$ cat src/rtl/sata_regs_pkg.sv
// Shared definitions for the SATA host register bank: register indices,
// the default ID word and the byte-strobe expansion helper.
package sata_regs_pkg;

  localparam int REG_ID       = 0;
  localparam int REG_CTRL     = 1;
  localparam int REG_IRQ_STAT = 2;
  localparam int REG_IRQ_MASK = 3;
  localparam int REG_STATUS   = 4;
  localparam int REG_SCRATCH0 = 5;

  localparam logic [31:0] ID_VALUE_DEFAULT = 32'h5A7A0001;

  // Expand a 4-bit byte strobe into a 32-bit bit mask
  function automatic logic [31:0] strb_to_mask(input logic [3:0] strb);
    logic [31:0] mask;
    for (int b = 0; b < 4; b++) begin
      mask[8*b +: 8] = {8{strb[b]}};
    end
    return mask;
  endfunction

endpackage

$ cat src/rtl/sata_regs_rdpipe.sv
// Two-stage read pipeline: ren captures the mux output into a latch,
// regen moves the latch into the output register.
module sata_regs_rdpipe (
  input  logic        ACLK,
  input  logic        ARESETN,
  input  logic        i_ren,
  input  logic        i_regen,
  input  logic [31:0] i_din,
  output logic [31:0] o_dout
);

  logic [31:0] r_latch;
  logic [31:0] r_dout;

  always_ff @(posedge ACLK or negedge ARESETN) begin
    if (!ARESETN) begin
      r_latch <= '0;
      r_dout  <= '0;
    end else begin
      if (i_ren) begin
        r_latch <= i_din;
      end
      if (i_regen) begin
        r_dout <= r_latch;
      end
    end
  end

  assign o_dout = r_dout;

endmodule

$ cat src/rtl/sata_regs_bank.sv
// SATA host register bank behind the AXI-to-BRAM bridge.
// Define SATA_REGS_IRQ_EN to enable the IRQ_STAT/IRQ_MASK interrupt logic.
module sata_regs_bank
  import sata_regs_pkg::*;
#(
  parameter int          REGISTERS_CNT = 20,
  parameter int          ADDR_BITS     = 16,
  parameter logic [31:0] ID_VALUE      = ID_VALUE_DEFAULT
) (
  input  logic                       ACLK,
  input  logic                       ARESETN,
  input  logic [ADDR_BITS-1:0]       bram_waddr,
  input  logic [31:0]                bram_wdata,
  input  logic [3:0]                 bram_wstb,
  input  logic                       bram_wen,
  input  logic [ADDR_BITS-1:0]       bram_raddr,
  input  logic                       bram_ren,
  input  logic                       bram_regen,
  output logic [31:0]                bram_rdata,
  input  logic [31:0]                irq_set,
  input  logic [31:0]                status_in,
  output logic [31:0]                ctrl_out,
  output logic [REGISTERS_CNT*32-1:0] regs_out,
  output logic                       irq
);

  logic [31:0]              r_regs [REGISTERS_CNT];
  logic [31:0]              w_wmask;
  logic [REGISTERS_CNT-1:0] w_wsel;
  logic [31:0]              w_rmux;

  assign w_wmask = strb_to_mask(bram_wstb);

  // Full-width address compare so out-of-range addresses never alias
  always_comb begin
    w_wsel = '0;
    for (int i = 0; i < REGISTERS_CNT; i++) begin
      w_wsel[i] = bram_wen && (bram_waddr == ADDR_BITS'(i));
    end
  end

  always_ff @(posedge ACLK or negedge ARESETN) begin
    if (!ARESETN) begin
      for (int i = 0; i < REGISTERS_CNT; i++) begin
        r_regs[i] <= '0;
      end
    end else begin
      for (int i = 0; i < REGISTERS_CNT; i++) begin
        if (i == REG_ID || i == REG_STATUS) begin
          r_regs[i] <= '0;
`ifdef SATA_REGS_IRQ_EN
        end else if (i == REG_IRQ_STAT) begin
          // Set is OR-ed after the clear so a simultaneous set wins
          r_regs[i] <= (r_regs[i] & ~(w_wsel[i] ? (bram_wdata & w_wmask) : 32'h0))
                       | irq_set;
`endif
        end else if (w_wsel[i]) begin
          r_regs[i] <= (r_regs[i] & ~w_wmask) | (bram_wdata & w_wmask);
        end
      end
    end
  end

`ifdef SATA_REGS_IRQ_EN
  logic r_irq;

  always_ff @(posedge ACLK or negedge ARESETN) begin
    if (!ARESETN) begin
      r_irq <= 1'b0;
    end else begin
      r_irq <= |(r_regs[REG_IRQ_STAT] & r_regs[REG_IRQ_MASK]);
    end
  end

  assign irq = r_irq;
`else
  logic w_unused_irq_set;

  assign w_unused_irq_set = ^irq_set;
  assign irq              = 1'b0;
`endif

  always_comb begin
    w_rmux = '0;
    for (int i = 0; i < REGISTERS_CNT; i++) begin
      if (bram_raddr == ADDR_BITS'(i)) begin
        if (i == REG_ID) begin
          w_rmux = ID_VALUE;
        end else if (i == REG_STATUS) begin
          w_rmux = status_in;
        end else begin
          w_rmux = r_regs[i];
        end
      end
    end
  end

  sata_regs_rdpipe u_rdpipe (
    .ACLK    (ACLK),
    .ARESETN (ARESETN),
    .i_ren   (bram_ren),
    .i_regen (bram_regen),
    .i_din   (w_rmux),
    .o_dout  (bram_rdata)
  );

  for (genvar g = 0; g < REGISTERS_CNT; g++) begin : g_regs_out
    assign regs_out[32*g +: 32] = r_regs[g];
  end

  assign ctrl_out = r_regs[REG_CTRL];

endmodule

$ cat config.mk
export PLATFORM = sky130hd
export DESIGN_NAME = sata_regs_bank
export DESIGN_NICKNAME = d
export VERILOG_FILES = /design/src/rtl/sata_regs_pkg.sv /design/src/rtl/sata_regs_rdpipe.sv /design/src/rtl/sata_regs_bank.sv
export SDC_FILE = /design/constraint.sdc
export NUM_CORES = 1
export LEC_CHECK = 0
export ABC_CLOCK_PERIOD_IN_PS = 3700
export BUFFER_PORTS_ARGS = -buffer_cell sky130_fd_sc_hd__buf_2
export CORE_AREA = 2 2 324 326
export CTS_CLUSTER_SIZE = 12
export DETAILED_ROUTE_END_ITERATION = 12
export DIE_AREA = 0 0 326 328
export HOLD_SLACK_MARGIN = 0.03
export PLACE_DENSITY = 0.58
export SLEW_MARGIN = 5
export SYNTH_ARGS = -nofsm -noshare
export SYNTH_HDL_FRONTEND = slang
export SYNTH_SLANG_ARGS = --single-unit
$ cat constraint.sdc
create_clock -name ACLK -period 3.7 [get_ports ACLK]
set_input_delay 0.74 -clock ACLK [delete_from_list [all_inputs] [get_ports ACLK]]
set_output_delay 0.74 -clock ACLK [all_outputs]
set_load 0.05 [all_outputs]
Word-level counts from Yosys, hierarchy flattened:

Cells that the tools add are included.

* bits in registers: 640
* latch bits: 0
* memory bits (writable): 0
* memory bits (read-only): 0
* bits of input ports: 137
* output and inout port bits: 705
* logic and storage cells: 134
* memories kept: 0

* $add $sub $neg: 0
* multipliers: 0
* div/mod/pow operators: 0
* order comparisons: 0
* equal/unequal tests: 37
* shift-type cells: 0
* mux-type cells: 20
* bitwise gates (word level): 38
* reduce and logical (&&, ||, !) cells: 19

Operators by type and width (count)
* bitwise AND 32 bit: 19
* 2-to-1 mux 32 bit: 19
* bitwise OR 32 bit: 18
* == test 16 x 4 -> 1 bit (second input constant): 16
* == test 16 x 5 -> 1 bit (second input constant): 8
* == test 16 x 3 -> 1 bit (second input constant): 7
* == test 16 x 2 -> 1 bit (second input constant): 4
* == test 16 x 1 -> 1 bit (second input constant): 2
* inverter 32 bit: 1
* 2-to-1 mux 31 bit: 1
* logical AND 1 bit: 18
* zero test 16 bit: 1

Depth between registers and ports, before layout:

Gate-level depths: netlist (run 1).

* depth after elaboration: 21
* mapped depth: 11
* mapped depth without buffers: 8

Cells and area by module:

Synthesis (run 1) repeated with hierarchy kept, for this count alone.

* cells, all modules: 2449
* area total of the unflattened synthesis: 30835.8 sq um

Modules (own cells, without submodules)
* sata_regs_bank: times used 1, cells each 2313, area each 28145.7 sq um, sequential area each 14413.8 sq um
* sata_regs_rdpipe: times used 1, cells each 136, area each 2690.1 sq um, sequential area each 1601.5 sq um

Worst setup path before layout (run 1):

No wires, ideal clock.

* kind: input to register
* from: input port bram_raddr[15]
* to: register u_rdpipe.r_latch[18]
* library setup time: 0.127 ns
* arrival: 2.852 ns
* data required time: 3.573 ns
* setup slack: 0.721 ns
* stages on the path: 10
* path buffers: 3
* cell sequence: or4_1 -> buf_4 -> buf_4 -> buf_2 -> nor4_4 -> nand2_1 -> nor2_1 -> nor3_1 -> a221oi_1 -> nor2_1

* longest elaborated chain between the ends: 20
* elaborated cells on any way between the ends: 38
* classes of those cells: eq/ne (19); mux (19)

Ends and longest elaborated chain
* start: declaration: RTL line sata_regs_bank.sv:16 `input logic [ADDR_BITS-1:0] bram_raddr,`
* == test 16 x 1 -> 1 bit: RTL line sata_regs_bank.sv:86 `if (bram_raddr == ADDR_BITS'(i)) begin`
* 2-to-1 mux 32 bit (18 in a row): RTL line sata_regs_bank.sv:86
* 2-to-1 mux 32 bit (*): RTL line sata_regs_bank.sv:86
* end signal: assignment: RTL line sata_regs_rdpipe.sv:21 `r_latch <= i_din;`
* end: declaration: RTL line sata_regs_rdpipe.sv:12 `logic [31:0] r_latch;`

Every way passes the cells marked *; elsewhere a longest branch is shown, timed or not.
A chain may end at the register's enable or synchronous reset.

Final worst setup path (run 1):

* from: input port bram_raddr[15]
* to: register u_rdpipe.r_latch[30]

* longest elaborated chain between the ends: 21
* elaborated cells on any way between the ends: 40
* classes of those cells: eq/ne (19); mux (20); reduce/logical (1)

Ends and longest elaborated chain (RTL line)
* zero test 16 bit: sata_regs_bank.sv:86
* 2-to-1 mux 31 bit: sata_regs_bank.sv:86
* 2-to-1 mux 32 bit (18 in a row): sata_regs_bank.sv:86
* 2-to-1 mux 32 bit (*): sata_regs_bank.sv:86

Marks and branches as above.

==> results.md, run 1 <==
- IO Port Bufs: roughly 740
- Post-CTS sizing: 0
- Layout cells sized above 1: 0.5212
- Synth Cell Area: between 30000 and 40000 um2
- Routed WL: roughly 160000 um
- Yosys top cell by area: dfrtp_1
- Synth Register Bits: 640
- HPWL Detailed: roughly 120000 um
- PnR worst setup slack: just over 400 ps
- Initial antenna violation count: 21
- Wl on met1: 65250 um
- Syn Area/Cell: 12.11 um2
- Worst-path fanout max: 8
- Status: completed
- Worst setup SP type: primary input
- GRT Resource Usage Total: 0.2909
- DP Worst Slack: -133.2 ps
- Final setup vio count: 0
- Antenna violation net count after detailed routing: 0
- First-pass GRT wire length: approximately 220000 um
- Via count: roughly 27000
- Core Region: just over 100000 um2
- Hold violation total from the final report: 0
- Root Buffer: clkbuf_16
- Top Metal Used: met5
- Pwr dens: 395.1 nW/um2
- Layout area overhead: 31.32%
- Post-layout min period: about 3300 ps
- Fraction of registers with async set/reset: 1.000
- Worst path required time: between 4000 and 5000 ps
- F_max: between 300 and 400 MHz
- Final Max Tran Viols: 0
- Final Util: 0.3900
- DRC: 0
- Die width: 326 um
- Gpl congestion: just over 0.9
- DR vias/cell: approximately 5.5
- Final nets: roughly 3600
- Top cells by area, synth: dfrtp_1, mux2_2, buf_4, nand2_1, a21oi_1
- CTS Buf Count: 76
- Max H-tree Level: 3
- Largest net degree at the start of global routing: 85
- Sequential fraction of the synthesis area: 0.5226
- Total grt overflow: 0
- Slack of the worst reg-to-reg path: ~1100 ps
- Post-synth top area share: 0.5226
- CP Class: in -> reg
- Unrepaired setup endpoints after global routing: no
- Number of global-route vias before repair: ~26000
- Synth cell types: 74
- Leakage Power: about 22 nW
- Worst Hold Class: in -> async
- Pre-Repair DR Iteration Count: 7
- Actual slew at the worst max-slew pin: 1241 ps
- Synth Flop Type: dfrtp_1
- Arrival @ worst endpoint: roughly 3800 ps
- Initial core utilization: 0.2970
- Worst-Skew Late Latency: 650 ps
- CTS Buffer Depth: 3
- EDFF count, synth: 0
- Drt wl/cell: about 33 um
- Area of the die: around 110000 um2
- # rows: roughly 120
- Post-CTS setup buffers: 0
- Worst hold slack: 174.9 ps
- Critical Path End Type: flip-flop
- Io pins: around 840
- VDD IR max: 0.0003101 V
- Hold Buf Count CTS: 0
- Post-Place Cells: 4774
- Die Y: about 330 um
- Worst Skew: 27.13 ps
- Max-cap viol count: 0
- Met3 routed WL: 14310 um
- Clock slew at reported path FFs: ~70 ps
- Fin crit share: 0.8885
- CTS tree: done
- Slew HR: 0.1728
- Finished Layout Cells: around 4900
- Iter 0 DRT Violations: about 2700
- Met2 routed WL: between 70000 and 80000 um
- Syn. warnings: 0
- Mapped Cells: 2531
- Clock Sinks: 640
==> power breakdown <==
part	switching (W)	internal, W	total (W)
Clock	0.00324	0.00450	0.00774
Sequential	0.0000322	0.00704	0.00707
Combinational	0.000857	0.000230	0.00109
Total	0.00413	0.0118	0.0159
==> cell usage after synthesis (6+ instances only) <==
cell type,number
nand3_1,42
a31oi_1,25
a32oi_1,9
or4_1,6
a21oi_1,111
nor2_1,116
dfrtp_1,640
o211ai_1,17
inv_1,10
mux2_2,628
clkbuf_1,92
a2bb2oi_1,7
buf_1,15
o21ai_0,92
buf_2,23
o221ai_1,13
nor4_2,12
nor3_1,16
a22oi_1,62
buf_4,101
nand2_1,189
mux2i_1,37
nand2b_1,7
nor2b_1,19
a211oi_1,22
o2111ai_1,9
a222oi_1,20
nor4_1,9
nand4_1,21
o22ai_1,30
o21ai_1,13
a22o_1,6
and3_1,9
a221oi_1,16
mux4_2,7
nor4_4,6
==> placed cells by master (no fill, tap or decap), drive strengths merged, types with 17 or more instances in the layout <==
cell type,count
nand4,21
inv,18
nor2,121
a22oi,62
o21ai,105
dfrtp,640
nor2b,19
a222oi,20
a21oi,111
conb,65
mux2,628
nor4,27
a31oi,25
a211oi,22
nand2,190
clkbuf,105
nand3,43
o211ai,17
a221oi,17
buf,1032
nor3,20
mux2i,37
o22ai,30
==> critical path, stage by stage <==
cell and delay (ps):
buf_2 110, or4_2 880, buf_12 220, nor4_4 470, nand2_4 150, buf_4 230
o2111ai_1 520, nand4_1 260, a21o_1 220
==> stage by stage <==
step | area [um2] | total power (W) | setup TNS [ps]
2_1_floorplan | 30890 | 0.007755 | 0
3_3_place_gp | 37670 | 0.008273 | -521.5
3_5_place_dp | 37670 | 0.008280 | -772.1
4_1_cts | 40240 | 0.01601 | 0
5_1_grt | 40240 | 0.01633 | 0
6_report | 40250 | 0.01590 | 0
==> area by class of cell <==
class | count | area, um2
Tap cell | 1380 | 1727
Sequential cell | 640 | 16020
Multi-Input combinational cell | 1711 | 13580
Antenna cell | 4 | 10.01
Timing Repair Buffer | 1032 | 6305
Clock inverter | 31 | 354.1
Fill cell | 10210 | 62950
Clock buffer | 105 | 2212
Inverter | 11 | 41.29
==> final timing paths <==
check,from,cells after the start,end
max,bram_raddr[15],9,u_rdpipe.r_latch[30]
min,ARESETN,1,async pin
max in group asynchronous,ARESETN,2,async pin
min reg2reg,u_rdpipe.o_dout[0],1,u_rdpipe.o_dout[0]
min in group ACLK,u_rdpipe.o_dout[0],1,u_rdpipe.o_dout[0]
max reg2reg,flip-flop,8,u_rdpipe.r_latch[15]
==> routing by layer <==
metal / GRT usage / vias up
met5: 0 / -
met4: 0.1102 / 14
met3: 0.07729 / 359
met2: 0.4681 / 1572
met1: 0.3740 / 14100
li1: - / 11190
==> kinds of logic (layout without fill, tap and decap cells) <==
kind of cell    Yosys count  in the layout  synth area share
flops                   640            640            0.5226
compound gates          484            484            0.1040
mux                     672            672            0.2480
simple gates            490            490           0.08165
buf+inv                 244           1179           0.04368
other cells               1             69         0.0001224
Power figures use the tool's default switching activity.
==> inputs of run 2 (changes only) <==
--- a/config.mk
+++ b/config.mk
@@ -7,13 +7,14 @@
 export LEC_CHECK = 0
 export ABC_CLOCK_PERIOD_IN_PS = 3700
 export BUFFER_PORTS_ARGS = -buffer_cell sky130_fd_sc_hd__buf_2
-export CORE_AREA = 2 2 324 326
+export CORE_AREA = 2 2 325 327
 export CTS_CLUSTER_SIZE = 12
 export DETAILED_ROUTE_END_ITERATION = 12
-export DIE_AREA = 0 0 326 328
+export DIE_AREA = 0 0 327 329
 export HOLD_SLACK_MARGIN = 0.03
 export PLACE_DENSITY = 0.58
 export SLEW_MARGIN = 5
 export SYNTH_ARGS = -nofsm -noshare
 export SYNTH_HDL_FRONTEND = slang
+export SYNTH_HIERARCHICAL = 1
 export SYNTH_SLANG_ARGS = --single-unit
==> constraint.sdc (replaced) <==
create_clock -name ACLK -period 3.7 [get_ports ACLK]
set_input_delay 1.11 -clock ACLK [delete_from_list [all_inputs] [get_ports ACLK]]
set_output_delay 1.11 -clock ACLK [all_outputs]
set_load 0.05 [all_outputs]
==> run 2 against run 1 <==
Effect of this change: worst hold slack gained 240 ps; synthesized cell count decreased by 3.2%; global-route usage decreased by 0.074 points; clock power decreased by 5.4%; register-to-register slack better by 190 ps; non-clock buffer count grew 88; clock skew rose by 2.7 ps; combinational power decreased by 19%; worst setup slack got worse by 200 ps; die area grew 0.61%; final cell count decreased by 0.26%.
==> results.md, run 2 <==
- Status: completed
- Antenna violation net count after detailed routing: 0
- HPWL Detailed: roughly 120000 um
- Final Max Tran Viols: 0
- Yosys top cell by area: dfrtp_1
- Total grt overflow: 0
- Iter 0 DRT Violations: ~2500
- Hold violation total from the final report: 0
- Clock Sinks: 640
- Clock slew at reported path FFs: around 60 ps
- Layout cells sized above 1: 0.5531
- Final Util: 0.4020
- Reg2reg path depth: 9
- Max-cap viol count: 0
- Routed WL: about 160000 um
- Syn Area/Cell: about 13 um2
- Area of the die: approximately 110000 um2
- Slew HR: 0.5864
- Crit path to: u_rdpipe/r_latch[11]
- Worst path required time: ~4200 ps
- VDD IR max: roughly 0.00031 V
- Design area: between 40000 and 50000 um2
- Worst Hold Class: in -> async
- Max stage delay cell, worst path: nor4_1
- Worst setup SP type: primary input
- Leakage Power: approximately 23 nW
- Arrival @ worst endpoint: between 3000 and 4000 ps
- CP most frequent cell: buf_4
- Root Buffer: clkbuf_16
- Fin crit share: 0.9417
- Gpl congestion: 0.9115
- Synth cell types: between 70 and 80
- DRC: 0
- Via count: approximately 26000
- Area of the multi-input gates: about 14000 um2
- Drt wl/cell: 32.84 um
- Layout area overhead: 36.07%
- Pre-Repair DR Iteration Count: 6
- DR vias/cell: approximately 5.4
- Post-CTS sizing: 0
- Top post-synthesis cells by count: dfrtp_1, mux2_2, a21oi_1, nand2_1, clkbuf_1
- IO Port Bufs: 744
- Initial core utilization: 0.2954
- Max H-tree Level: 3
- Synth Cell Area: just over 30000 um2
- CP Class: in -> reg
- WP depth: 12
- CTS Buffer Depth: 3
- Commonest non-fill, non-tap cell in the layout: buf_2
- Worst-path fanout max: 5
- Count leader, synth: dfrtp_1
- F_max: roughly 290 MHz
- Actual slew at the worst max-slew pin: 604.8 ps
- Initial antenna violation count: 20
- FILL cells: roughly 10000
- Most frequent cells in the layout: buf_2, dfrtp_1, mux2_2
- GRT Resource Usage Total: 0.2901
- Critical Path End Type: flip-flop
- Reg2reg end: u_rdpipe/r_latch[27]
- CP top delay family: compound AO/OA/AOI/OAI gates
- DP Area: between 30000 and 40000 um2
- Syn. warnings: 6
- Post-layout min period: 3484 ps
- Crit-path max cell delay: 560 ps
- EDFF count, synth: 0
- Fraction of registers with async set/reset: 1.000
- Synth Register Bits: 640
- Final nets: roughly 3600
- Critical path cell sequence: buf_2 -> buf_4 -> nor4_1 -> buf_4 -> nand4_1 -> buf_4 -> a21oi_1 -> a31oi_1 -> a211o_1 -> a221o_1 -> a22o_1 -> mux2_4
- Top cells by area, synth: dfrtp_1, mux2_2, mux2_4, buf_4, a21oi_1
- Post-CTS setup buffers: 0
- CTS Buf Count: 75
- Core Region: ~100000 um2
- Die Y: ~330 um
- Io pins: roughly 840
- Slack of the worst reg-to-reg path: 1280 ps
- Post-synth top area share: 0.5194
- Worst hold slack: around 410 ps
- Mapped Cells: 2449
- Synth Flop Type: dfrtp_1
- Post-Place Cells: ~4800
- Die width: around 330 um
- Sequential fraction of the synthesis area: 0.5194
- # rows: between 100 and 150
- Number of global-route vias before repair: about 26000
- Pwr dens: 362.3 nW/um2
- Hold Buf Count CTS: 0
- First-pass GRT wire length: between 200000 and 250000 um
- Finished Layout Cells: between 4000 and 5000
- Unrepaired setup endpoints after global routing: no
- CTS tree: done
- Crit path buf inv count: 4
- Seq. cell area: around 16000 um2
- Worst Skew: roughly 30 ps
- Final setup vio count: 0
- Worst-Skew Late Latency: between 600 and 700 ps
- Largest net degree at the start of global routing: approximately 100
- Critical Path Start: bram_raddr[12]
run 2: cell types whose count changed after synthesis, moves of 22 or more:
cell      previous run  this run
nand2_1            189       119
mux2_4               0        60
mux2_2             628       583
a21oi_1            111       137
clkbuf_1            92       114
run 2: logic make-up after synthesis:
kind of cell           Yosys count  synth area share
and+or+nand+nor                378           0.06245
muxes                          688            0.2662
other                            1         0.0001216
DFF                            640            0.5194
AOI/OAI and AO/OA              473            0.1016
buffers and inverters          269           0.05023
run 2: layout make-up:
type | instances | area share
tap | 1391 | 0.04148
timing repair buffer | 1120 | 0.1943
antenna | 4 | 0.0002386
multi-input combinational | 1604 | 0.3247
sequential | 640 | 0.3817
clock buffer | 112 | 0.05236
clock inverter | 19 | 0.004145
inverter | 11 | 0.0009841
run 2: per-stage QoR:
stage / setup TNS [ps] / power (W) / worst slack [ps]
floorplan: 0 / 0.007564 / 184.5
global placement: -9822 / 0.008005 / -353.2
detailed placement: -16320 / 0.008011 / -385.8
CTS: 0 / 0.01529 / 253.0
global route: 0 / 0.01565 / 158.6
finish: 0 / 0.01520 / 215.6
run 2: layer usage:
| layer | global-route usage | wire, um | up-vias |
|---|---|---|---|
| met2 | 0.4644 | 74100 | 1425 |
| li1 | - | - | 10950 |
| met3 | 0.09623 | 15740 | 309 |
| met4 | 0.1074 | 6682 | 18 |
| met5 | 0 | 129 | - |
| met1 | 0.3646 | 64320 | 13730 |
run 2: power by group:
part	switching [W]	internal, W
clock network	0.00313	0.00418
registers	0.00000122	0.00700
logic	0.000685	0.000197
total	0.00382	0.0114
run 2: how the worst min path moves through the flow:
stage                              start              endpoint  slack (ps)  cells past startpoint
finish                           ARESETN             async pin         410                      1
global route                     ARESETN             async pin         410                      1
CTS                              ARESETN             async pin         390                      1
detailed placement    u_rdpipe/o_dout[5]    u_rdpipe/o_dout[5]         490                      1
global placement      u_rdpipe/o_dout[0]    u_rdpipe/o_dout[0]         490                      1
floorplan           u_rdpipe/r_latch[31]  u_rdpipe/r_latch[31]         470                      1
==> inputs of run 3 (changes only) <==
--- a/config.mk
+++ b/config.mk
@@ -5,14 +5,16 @@
 export SDC_FILE = /design/constraint.sdc
 export NUM_CORES = 1
 export LEC_CHECK = 0
+export ABC_AREA = 1
 export ABC_CLOCK_PERIOD_IN_PS = 3700
 export BUFFER_PORTS_ARGS = -buffer_cell sky130_fd_sc_hd__buf_2
-export CORE_AREA = 2 2 325 327
+export CORE_AREA = 2 2 323 325
 export CTS_CLUSTER_SIZE = 12
 export DETAILED_ROUTE_END_ITERATION = 12
-export DIE_AREA = 0 0 327 329
+export DIE_AREA = 0 0 325 327
 export HOLD_SLACK_MARGIN = 0.03
 export PLACE_DENSITY = 0.58
+export REMOVE_ABC_BUFFERS = 1
 export SLEW_MARGIN = 5
 export SYNTH_ARGS = -nofsm -noshare
 export SYNTH_HDL_FRONTEND = slang
==> run 3 against run 2 <==
Effect of this change: worst hold slack gained 54 ps; utilization decreased by 1.4 points; sequential cell count unchanged; clock power increased by 4.1%; combinational power fell by 24%; highest routed layer unchanged; critical path depth up 9; routed wire length decreased by 14%; final cell count increased by 26%; cell area down 4.7%; first-iteration DRC count rose by 5.5%; critical endpoint is now u_rdpipe/r_latch[22].
==> results.md, run 3 <==
- Status: completed
- Arrival @ worst endpoint: 4100 ps
- Worst setup SP type: primary input
- DR vias/cell: between 4 and 5
- Clock slew at reported path FFs: approximately 60 ps
- Core Region: 102900 um2
- Syn Area/Cell: a little under 8 um2
- Worst-Skew Late Latency: roughly 640 ps
- Initial core utilization: 0.2958
- Via count: ~30000
- Fraction of registers with async set/reset: 1.000
- Finished Layout Cells: 6162
- Final Max Tran Viols: 0
- First-pass GRT wire length: approximately 200000 um
- CP Class: in -> reg
- # rows: between 100 and 150
- Sequential fraction of the synthesis area: 0.5262
- Worst path required time: between 4000 and 5000 ps
- Final setup vio count: 0
- Worst Hold Class: reg -> reg
- Antenna violation net count after detailed routing: 0
- Synth Cell Area: approximately 30000 um2
- Post-layout min period: between 3000 and 4000 ps
- DP Worst Slack: -674.2 ps
- Initial antenna violation count: 14
- Root Buffer: clkbuf_16
- Clock Sinks: 640
- CTS tree: done
- Io pins: about 840
- Layout cells sized above 1: 0.2895
- Mapped Cells: about 3800
- HPWL Detailed: between 100000 and 150000 um
- Yosys top cell by area: dfrtp_1
- Synth Register Bits: between 600 and 700
- Top cells by area, synth: dfrtp_1, nand2_1, o21ai_0, buf_4, or2_2
- Actual slew at the worst max-slew pin: roughly 1000 ps
- Gpl congestion: around 0.92
- Leakage Power: 21.60 nW
- IO Port Bufs: around 740
- Area of the die: around 110000 um2
- Largest net degree at the start of global routing: a little under 100
- Routed WL: 138600 um
- Post-Place Cells: between 6000 and 7000
- Max H-tree Level: 3
- Die Y: about 330 um
- Critical Path End Type: flip-flop
- Number of global-route vias before repair: 28220
- CTS Buffer Depth: 3
- Top post-synthesis cells by count: nand2_1, o21ai_0, dfrtp_1, inv_1, nor2_1
- Drt wl/cell: 22.49 um
- F_max: 279.0 MHz
- Hold violation total from the final report: 0
- Post-synth top area share: 0.5262
- GRT Resource Usage Total: 0.2543
- Fin crit share: 0.9687
- Pwr dens: between 300 and 400 nW/um2
- Die width: 325 um
- Pre-Repair DR Iteration Count: 6
- GR met2 Demand/Resource: 0.4221
- Slew HR: 0.3184
- Met1 Use GR: 0.3274
- CTS Buf Count: 76
- Max-cap viol count: 0
- Worst-path fanout max: 6
- DRC: 0
- PnR worst setup slack: ~120 ps
- Count leader, synth: nand2_1
- Synth Flop Type: dfrtp_1
- Synth cell types: 39
- Total grt overflow: 0
- VDD IR max: between 0.0003 and 0.0004 V
- Iter 0 DRT Violations: 2628
- Unrepaired setup endpoints after global routing: yes
- Final nets: between 4000 and 5000
- Syn. warnings: 6
- M3 GR Usage: 0.05553
- Most frequent cells in the layout: nand2_1, buf_2, o21ai_0
- Commonest non-fill, non-tap cell in the layout: nand2_1
- Worst Skew: between 30 and 40 ps
- Global routing's busiest layer: met2
- EDFF count, synth: 0
- Layout area overhead: 31.33%
[run 3: cell types whose count changed in the layout (fill, tap and decap cells not counted), sizes merged, moves of 54 or more]
cell / before / now
nor2: 105 / 160
or2: 3 / 124
mux2: 647 / 0
nand2: 121 / 1505
a22oi: 54 / 0
inv: 12 / 184
buf: 1120 / 1029
o21ai: 74 / 676
[run 3: per-layer routing]
layer  share of wire  vias up
li1                -    13960
met1            0.41    14410
met2            0.47     1253
met3           0.078      214
met4           0.035        2
met5         0.00012        -
[run 3: worst paths after layout]
check / to / cells after the start / startpoint / slack, ps
worst max-delay path: u_rdpipe/r_latch[22] / 21 / bram_raddr[15] / 120
worst min-delay path: u_rdpipe/o_dout[14] / 2 / u_rdpipe/o_dout[14] / 470
min in group asynchronous: async pin / 1 / ARESETN / 520
worst min register to register: u_rdpipe/o_dout[14] / 2 / u_rdpipe/o_dout[14] / 470
max in group asynchronous: u_rdpipe/o_dout[8] / 2 / ARESETN / 2100
worst max register to register: u_rdpipe/r_latch[16] / 28 / flip-flop / 1090
[run 3: area by class of cell]
| type | instances | area, um2 |
|---|---|---|
| Timing Repair Buffer | 1030 | 6467 |
| Inverter | 184 | 723.2 |
| Multi-Input combinational cell | 2783 | 12530 |
| Sequential cell | 640 | 16020 |
| Fill cell | 10660 | 62930 |
| Clock inverter | 21 | 244.0 |
| Clock buffer | 115 | 2242 |
| Antenna cell | 9 | 22.52 |
| Tap cell | 1380 | 1727 |
[run 3: logic make-up after synthesis]
kind of cell	after synthesis	synth area share
buf+inv	484	0.07893
other cells	1	0.0001232
simple gates	1927	0.2616
flops	640	0.5262
compound gates	791	0.1331
[run 3: worst max-delay path, stage by stage]
cell	delay, ps
buf_2	100
nor2_1	140
nand2_2	90
nor2_4	100
buf_12	140
nand4_1	110
buf_6	170
buf_12	130
buf_4	130
o21ai_0	190
nand3_1	110
o21ai_0	90
o2111ai_1	160
o21ai_0	130
nand3_1	120
a21oi_1	210
o2111ai_1	230
a211oi_2	230
nand4_1	210
nand2_1	120
nand2_1	50
[run 3: per-stage QoR]
step,utilization,cell area (um2),hold WS [ps],TNS (ps),total power [W]
2_1_floorplan,-,28990,441.7,-28080,0.007370
3_3_place_gp,0.3606,37100,452.9,-17110,0.007805
3_5_place_dp,0.3606,37100,453.8,-18200,0.007808
4_1_cts,0.3847,39590,467.6,0,0.01541
5_1_grt,0.3883,39960,490.0,-656.1,0.01572
6_report,0.3884,39970,465.6,0,0.01529
[run 3: power by group]
group	internal, W	switching [W]	total, W
combinational	0.000100	0.000571	0.000671
sequential	0.00700	0.00000124	0.00700
clock	0.00453	0.00309	0.00762
[run 3: what timing repair did]
action,in CTS,in global routing
endpoints found under the setup margin,0,32
hold buffers,0,0
resized for setup,0,71
setup buffers,0,9
